File: src/rtl/hazard_pkg.sv
// hazard_pkg: shared state encoding and constants for the hazard control unit
package hazard_pkg;

    typedef enum logic [1:0] {
        S_RUN,
        S_MEM_WAIT,
        S_ERROR
    } state_e;

    localparam logic [4:0] REG_X0          = 5'd0;
    localparam int         MEM_TIMEOUT_DEF = 64;

endpackage

File: src/rtl/hazard_sat_counter.sv
// hazard_sat_counter: W-bit event counter that sticks at all-ones
module hazard_sat_counter #(
    parameter int W = 32
) (
    input  logic         i_clk,
    input  logic         i_rst,
    input  logic         i_inc,
    output logic [W-1:0] o_cnt
);

    logic [W-1:0] cnt_q, cnt_d;

    // advance on each event unless already saturated
    always_comb begin
        cnt_d = (i_inc && !(&cnt_q)) ? cnt_q + 1'b1 : cnt_q;
    end

    // count register
    always_ff @(posedge i_clk) begin
        if (i_rst) cnt_q <= '0;
        else       cnt_q <= cnt_d;
    end

    assign o_cnt = cnt_q;

endmodule

File: src/rtl/hazard_control_unit.sv
// hazard_control_unit: load-use stall, redirect flush and data-memory wait freeze
// for a 5-stage pipeline; HAZARD_PERF_CNT_EN adds saturating event counters.
module hazard_control_unit
    import hazard_pkg::*;
#(
    parameter int MEM_TIMEOUT = MEM_TIMEOUT_DEF,
    parameter int CNT_W       = 8,
    parameter int PERF_W      = 32
) (
    input  logic       i_clk,
    input  logic       i_rst,
    input  logic [4:0] i_rs1_IFID,
    input  logic [4:0] i_rs2_IFID,
    input  logic       i_rs1_used_IFID,
    input  logic       i_rs2_used_IFID,
    input  logic [4:0] i_rd_IDEX,
    input  logic       i_clu_MemRead_IDEX,
    input  logic       i_branch_taken_EX,
    input  logic       i_dmem_valid_EXMEM,
    input  logic       i_dmem_ready,
    output logic       o_stall_PC,
    output logic       o_stall_IFID,
    output logic       o_bubble_IDEX,
    output logic       o_flush_IFID,
    output logic       o_flush_IDEX,
    output logic       o_freeze_back,
    output logic       o_mem_timeout
`ifdef HAZARD_PERF_CNT_EN
    ,
    output logic [PERF_W-1:0] o_stall_cnt,
    output logic [PERF_W-1:0] o_flush_cnt,
    output logic [PERF_W-1:0] o_freeze_cnt
`endif
);

    state_e           state_q, state_d;
    logic [CNT_W-1:0] wait_cnt_q, wait_cnt_d;
    logic             timeout_q, timeout_d;
    logic             freeze_raw, load_use_raw;
    logic             freeze, flush, load_use;

    // memory-wait FSM: enter on an unaccepted request, leave on ready, trap on watchdog expiry
    always_comb begin
        state_d    = state_q;
        wait_cnt_d = wait_cnt_q;
        timeout_d  = timeout_q;
        case (state_q)
            S_RUN: begin
                if (i_dmem_valid_EXMEM && !i_dmem_ready) begin
                    state_d    = S_MEM_WAIT;
                    wait_cnt_d = CNT_W'(1);
                end
            end
            S_MEM_WAIT: begin
                if (i_dmem_ready) begin
                    state_d    = S_RUN;
                    wait_cnt_d = '0;
                end else if (wait_cnt_q == CNT_W'(MEM_TIMEOUT - 1)) begin
                    state_d   = S_ERROR;
                    timeout_d = 1'b1;
                end else begin
                    wait_cnt_d = wait_cnt_q + 1'b1;
                end
            end
            default: ;
        endcase
    end

    // FSM, watchdog and sticky error registers
    always_ff @(posedge i_clk) begin
        if (i_rst) begin
            state_q    <= S_RUN;
            wait_cnt_q <= '0;
            timeout_q  <= 1'b0;
        end else begin
            state_q    <= state_d;
            wait_cnt_q <= wait_cnt_d;
            timeout_q  <= timeout_d;
        end
    end

    // hazard detection in priority order: error/freeze, redirect flush, load-use
    always_comb begin
        freeze_raw   = (state_q == S_ERROR) ||
                       (state_q == S_MEM_WAIT && !i_dmem_ready) ||
                       (state_q == S_RUN && i_dmem_valid_EXMEM && !i_dmem_ready);
        load_use_raw = i_clu_MemRead_IDEX && (i_rd_IDEX != REG_X0) &&
                       ((i_rs1_used_IFID && i_rs1_IFID == i_rd_IDEX) ||
                        (i_rs2_used_IFID && i_rs2_IFID == i_rd_IDEX));
        freeze       = !i_rst && freeze_raw;
        flush        = !i_rst && !freeze_raw && i_branch_taken_EX;
        load_use     = !i_rst && !freeze_raw && !i_branch_taken_EX && load_use_raw;
    end

    assign o_stall_PC    = freeze || load_use;
    assign o_stall_IFID  = freeze || load_use;
    assign o_bubble_IDEX = load_use;
    assign o_flush_IFID  = flush;
    assign o_flush_IDEX  = flush;
    assign o_freeze_back = freeze;
    assign o_mem_timeout = timeout_q && !i_rst;

`ifdef HAZARD_PERF_CNT_EN
    hazard_sat_counter #(.W(PERF_W)) u_stall_cnt (
        .i_clk(i_clk), .i_rst(i_rst), .i_inc(load_use), .o_cnt(o_stall_cnt)
    );
    hazard_sat_counter #(.W(PERF_W)) u_flush_cnt (
        .i_clk(i_clk), .i_rst(i_rst), .i_inc(flush), .o_cnt(o_flush_cnt)
    );
    hazard_sat_counter #(.W(PERF_W)) u_freeze_cnt (
        .i_clk(i_clk), .i_rst(i_rst), .i_inc(freeze), .o_cnt(o_freeze_cnt)
    );
`else
    logic unused_perf_w;
    assign unused_perf_w = ^PERF_W;
`endif

endmodule

File: config.mk
export PLATFORM = sky130hd
export DESIGN_NAME = hazard_control_unit
export DESIGN_NICKNAME = d
export VERILOG_FILES = /design/src/rtl/hazard_pkg.sv /design/src/rtl/hazard_sat_counter.sv /design/src/rtl/hazard_control_unit.sv
export SDC_FILE = /design/constraint.sdc
export NUM_CORES = 1
export LEC_CHECK = 0
export BUFFER_PORTS_ARGS = -buffer_cell sky130_fd_sc_hd__clkbuf_2
export CAP_MARGIN = 20
export CORE_ASPECT_RATIO = 0.75
export CORE_MARGIN = 4
export CORE_UTILIZATION = 48
export CTS_CLUSTER_SIZE = 28
export DETAILED_ROUTE_END_ITERATION = 10
export MAX_ROUTING_LAYER = met4
export PLACE_DENSITY_LB_ADDON = 0.08
export SLEW_MARGIN = 15
export SYNTH_ARGS = -nofsm -noshare
export SYNTH_HDL_FRONTEND = slang
export SYNTH_SLANG_ARGS = --single-unit
File: constraint.sdc
create_clock -name i_clk -period 2.3 [get_ports i_clk]
set_input_delay 0.23 -clock i_clk [delete_from_list [all_inputs] [get_ports i_clk]]
set_output_delay 0.23 -clock i_clk [all_outputs]
set_load 0.02 [all_outputs]
==> impl_metrics.csv <==
group,metric,value,unit
setup_path,endpoint,"o_stall_IFID",
layout,seq_area,220.2,um^2
synthesis,synth_flop_cell,"dfxtp_1",
synthesis,async_flop_share,0,%
layout,antenna_cells,0,
min_path,hold_class,"input port to register",
setup_path,ff2ff_path_depth,4,
global_route,grt_usage,19.99,%
setup_path,worstPathArrival,1.85,ns
clock_tree,clock_latency,0.27,ns
clock_tree,cts_hold_buffers,0,
clock_tree,cts_buffer_depth,2,
setup_path,worstPathCellList,"nor3_1 -> or4_1 -> o22ai_1 -> clkbuf_2",
timing,postLayoutSetupSlackWorst,0.2156,ns
routing,wl_per_cell,14.23,um
power_and_ir_drop,power_leakage,0.3913,nW
setup_path,cp_top_family,"simple AND/OR/NAND/NOR gates",
layout,nNetsFinal,155,
synthesis,ys_seq_area_share,26.55,%
setup_path,crit_cells,4,
synthesis,synth-simple-area-share,32.13,%
global_route,grt_first_pass_wirelength,3.760,mm
global_route,grt_pass1_vias,851,
routing,drtPass1Iterations,5,
timing,layout_min_cycle_time,2.084,ns
global_route,antenna_found_initial,0,
synthesis,ys_seq_elements,11,
floorplanning,core_area,1562,um^2
layout,multi_input_comb_area,553.0,um^2
floorplanning,die_w,56.01,um
layout,drive_gt1_share,27.69,%
clock_tree,cts_setup_buffers,0,
floorplanning,die-area,2464,um^2
timing,worstMarginPinSlew,0.5289,ns
synthesis,ys_types,39,
synthesis,syn_area_per_cell,8.133,um^2
routing,routed_wl,2.148,mm
power_and_ir_drop,ir_worst_vdd,0.4016,mV
global_route,gr-total-overflow,0,
place,place_ws,0.5248,ns
timing,slew_headroom,64.47,%
routing,ant_nets,0,
place,port_buffers,29,
synthesis,syn-num-nets,126,
timing,hold_slack,0.3436,ns
synthesis,synth_cells,102,
place,place_area,959.7,um^2
setup_path,r2r_setup_slack,0.52,ns
synthesis,synthAdderAreaFrac,1.508,%
setup_path,crit_path_max_fanout,10,
place,place.gp.congestion,0.8555,
timing,slew_viol_final,0,
setup_path,cp_slowest_cell,"or4_1",
setup_path,timing.rr.start,"state_q[1]",
timing,skew,0.004789,ns
floorplanning,start_util,53.13,%
synthesis,synth_area,829.5,um^2
clock_tree,cts_tree,"done",
layout,final_core_util,63.14,%
power_and_ir_drop,power.density,421.5,nW/um^2
synthesis,synth_top_family_by_area,"simple AND/OR/NAND/NOR gates",
floorplanning,boundaryPins,30,
clock_tree,htreeDepth,1,
timing,setup_tns,0,ns
place,post-dp-hpwl,1.698,mm
routing,drc,0,
synthesis,synthMuxAreaShare,0,%
setup_path,cp-end-kind,"output port",
routing,vias,889,
synthesis,synth_compound_area_share,22.47,%
run_status,status,"completed",
timing,fmax,0.4798,GHz
min_path,hold_depth,4,
clock_tree,cts_resized,0,
synthesis,synth_xor_area_share,10.56,%
layout,n_fill_cell,156,
setup_path,r2r_end,"wait_cnt_q[0]",
setup_path,critPathLaunch,"state_q[1]",
flow_run,cap_viol_max_count,0,
timing,hold_violations,0,
setup_path,critPathBufInv,1,
setup_path,crit_path_start_kind,"register",
setup_path,cpPeakStageDelay,0.54,ns
routing,via_per_inst,5.887,
timing,rsz0062_at_grt,"false",
setup_path,required,2.07,ns
floorplanning,fp-row-count,12,
clock_tree,path_clk_slew,0.07,ns
global_route,grt_max_degree,17,
floorplanning,die_h,44,um
synthesis,synth-edff-count,0,
routing,drt-initial-drc-count,27,
timing,post-route-period-util,90.63,%
layout,final_area,985.9,um^2
layout,area_delta_synth_final,18.85,%
clock_tree,cts_buffers,3,
timing,setup_viol,0,
clock_tree,clock_sinks,11,
setup_path,crit_type,"register to output port",
synthesis,yosys_warnings,0,
clock_tree,cts_root_buf,"clkbuf_4",
[cells in the mapped netlist (all sizes together) (2+ instances only)]
library cell / count / area, um^2
dfxtp: 11 / 220.2
nor2b: 3 / 18.77
nor4: 4 / 40.04
xnor2: 2 / 17.52
nor3: 4 / 20.02
a21oi: 9 / 56.31
or4: 3 / 22.52
nand3: 2 / 10.01
nand2: 5 / 18.77
a31oi: 4 / 25.02
inv: 4 / 15.01
a211oi: 2 / 15.01
o21ai: 5 / 25.02
or3b: 2 / 17.52
nor2: 10 / 37.54
xor2: 8 / 70.07
buf: 4 / 37.53
and3: 2 / 12.51
[stage by stage]
stage | instances | total power [mW]
CTS | 151 | 0.4202
floorplan | 102 | 0.2497
finish | 151 | 0.4156
global route | 151 | 0.4400
detailed placement | 147 | 0.2836
global placement | 147 | 0.2818
[flip-flops by register name, summed over array words and instances (netlist names)]
signal and cells:
state_q 2, wait_cnt_q 8, timeout_q 1
[layer usage]
| metal | part of all wire, % | routed length, um | GRT usage [%] | vias up |
|---|---|---|---|---|
| li1 | - | - | - | 437 |
| met1 | 46 | 991 | 24.91 | 398 |
| met2 | 46 | 983 | 31.00 | 48 |
| met3 | 7.3 | 157 | 6.548 | 6 |
| met4 | 0.74 | 16 | 5.687 | 0 |
| met5 | 0 | 0 | - | - |
[how the worst min path moves through the flow]
stage,slack (ns),end,start
2_1_floorplan,0.30,wait_cnt_q[4],i_rst
4_1_cts,0.34,state_q[0],i_dmem_valid_EXMEM
5_1_grt,0.38,wait_cnt_q[6],i_rst
3_5_place_dp,0.46,timeout_q,timeout_q
3_3_place_gp,0.46,timeout_q,timeout_q
6_report,0.34,state_q[0],i_dmem_valid_EXMEM
[layout by cell type (no fill, tap or decap), types with 2 or more instances in the layout]
cell and n:
nor2b_1 3, nor2_1 10, clkbuf_2 29, a211oi_1 2
and3_1 2, nor4_1 3, a21oi_1 8, nand2_1 5
dfxtp_1 11, clkbuf_4 3, nand3_1 2, inv_1 4
xor2_1 8, nor3_1 4, or3b_1 2, or4_1 3
a31oi_1 4, xnor2_1 2, o21ai_0 5
[tightest hold or removal path, delay by kind of cell]
family                 cells  cell delay [ns]
and+or+nand+nor            2             0.18
AOI/OAI and AO/OA          1             0.06
buffers and inverters      1             0.09
[cell type report]
type                            count  area share (%)
Sequential cell                    11           22.33
Tap cell                           21           2.665
Multi-Input combinational cell     82           56.09
Clock buffer                        4           2.665
Timing Repair Buffer               29           14.72
Inverter                            4           1.523
[where the power goes]
part / switching (mW) / leakage [nW] / total [mW] / internal, mW
Combinational: 0.0451 / 0.287 / 0.0824 / 0.0373
Clock: 0.0689 / 0.0150 / 0.136 / 0.0671
Sequential: 0.00394 / 0.0890 / 0.197 / 0.193
Total: 0.118 / 0.391 / 0.416 / 0.298
[cell families after synthesis]
family | Yosys count
XOR/XNOR | 10
buffers and inverters | 9
AO/OA/AOI/OAI | 28
adder cells (fa/ha/maj) | 1
flip-flops | 11
AND/OR/NAND/NOR | 43
Power figures use the tool's default switching activity.
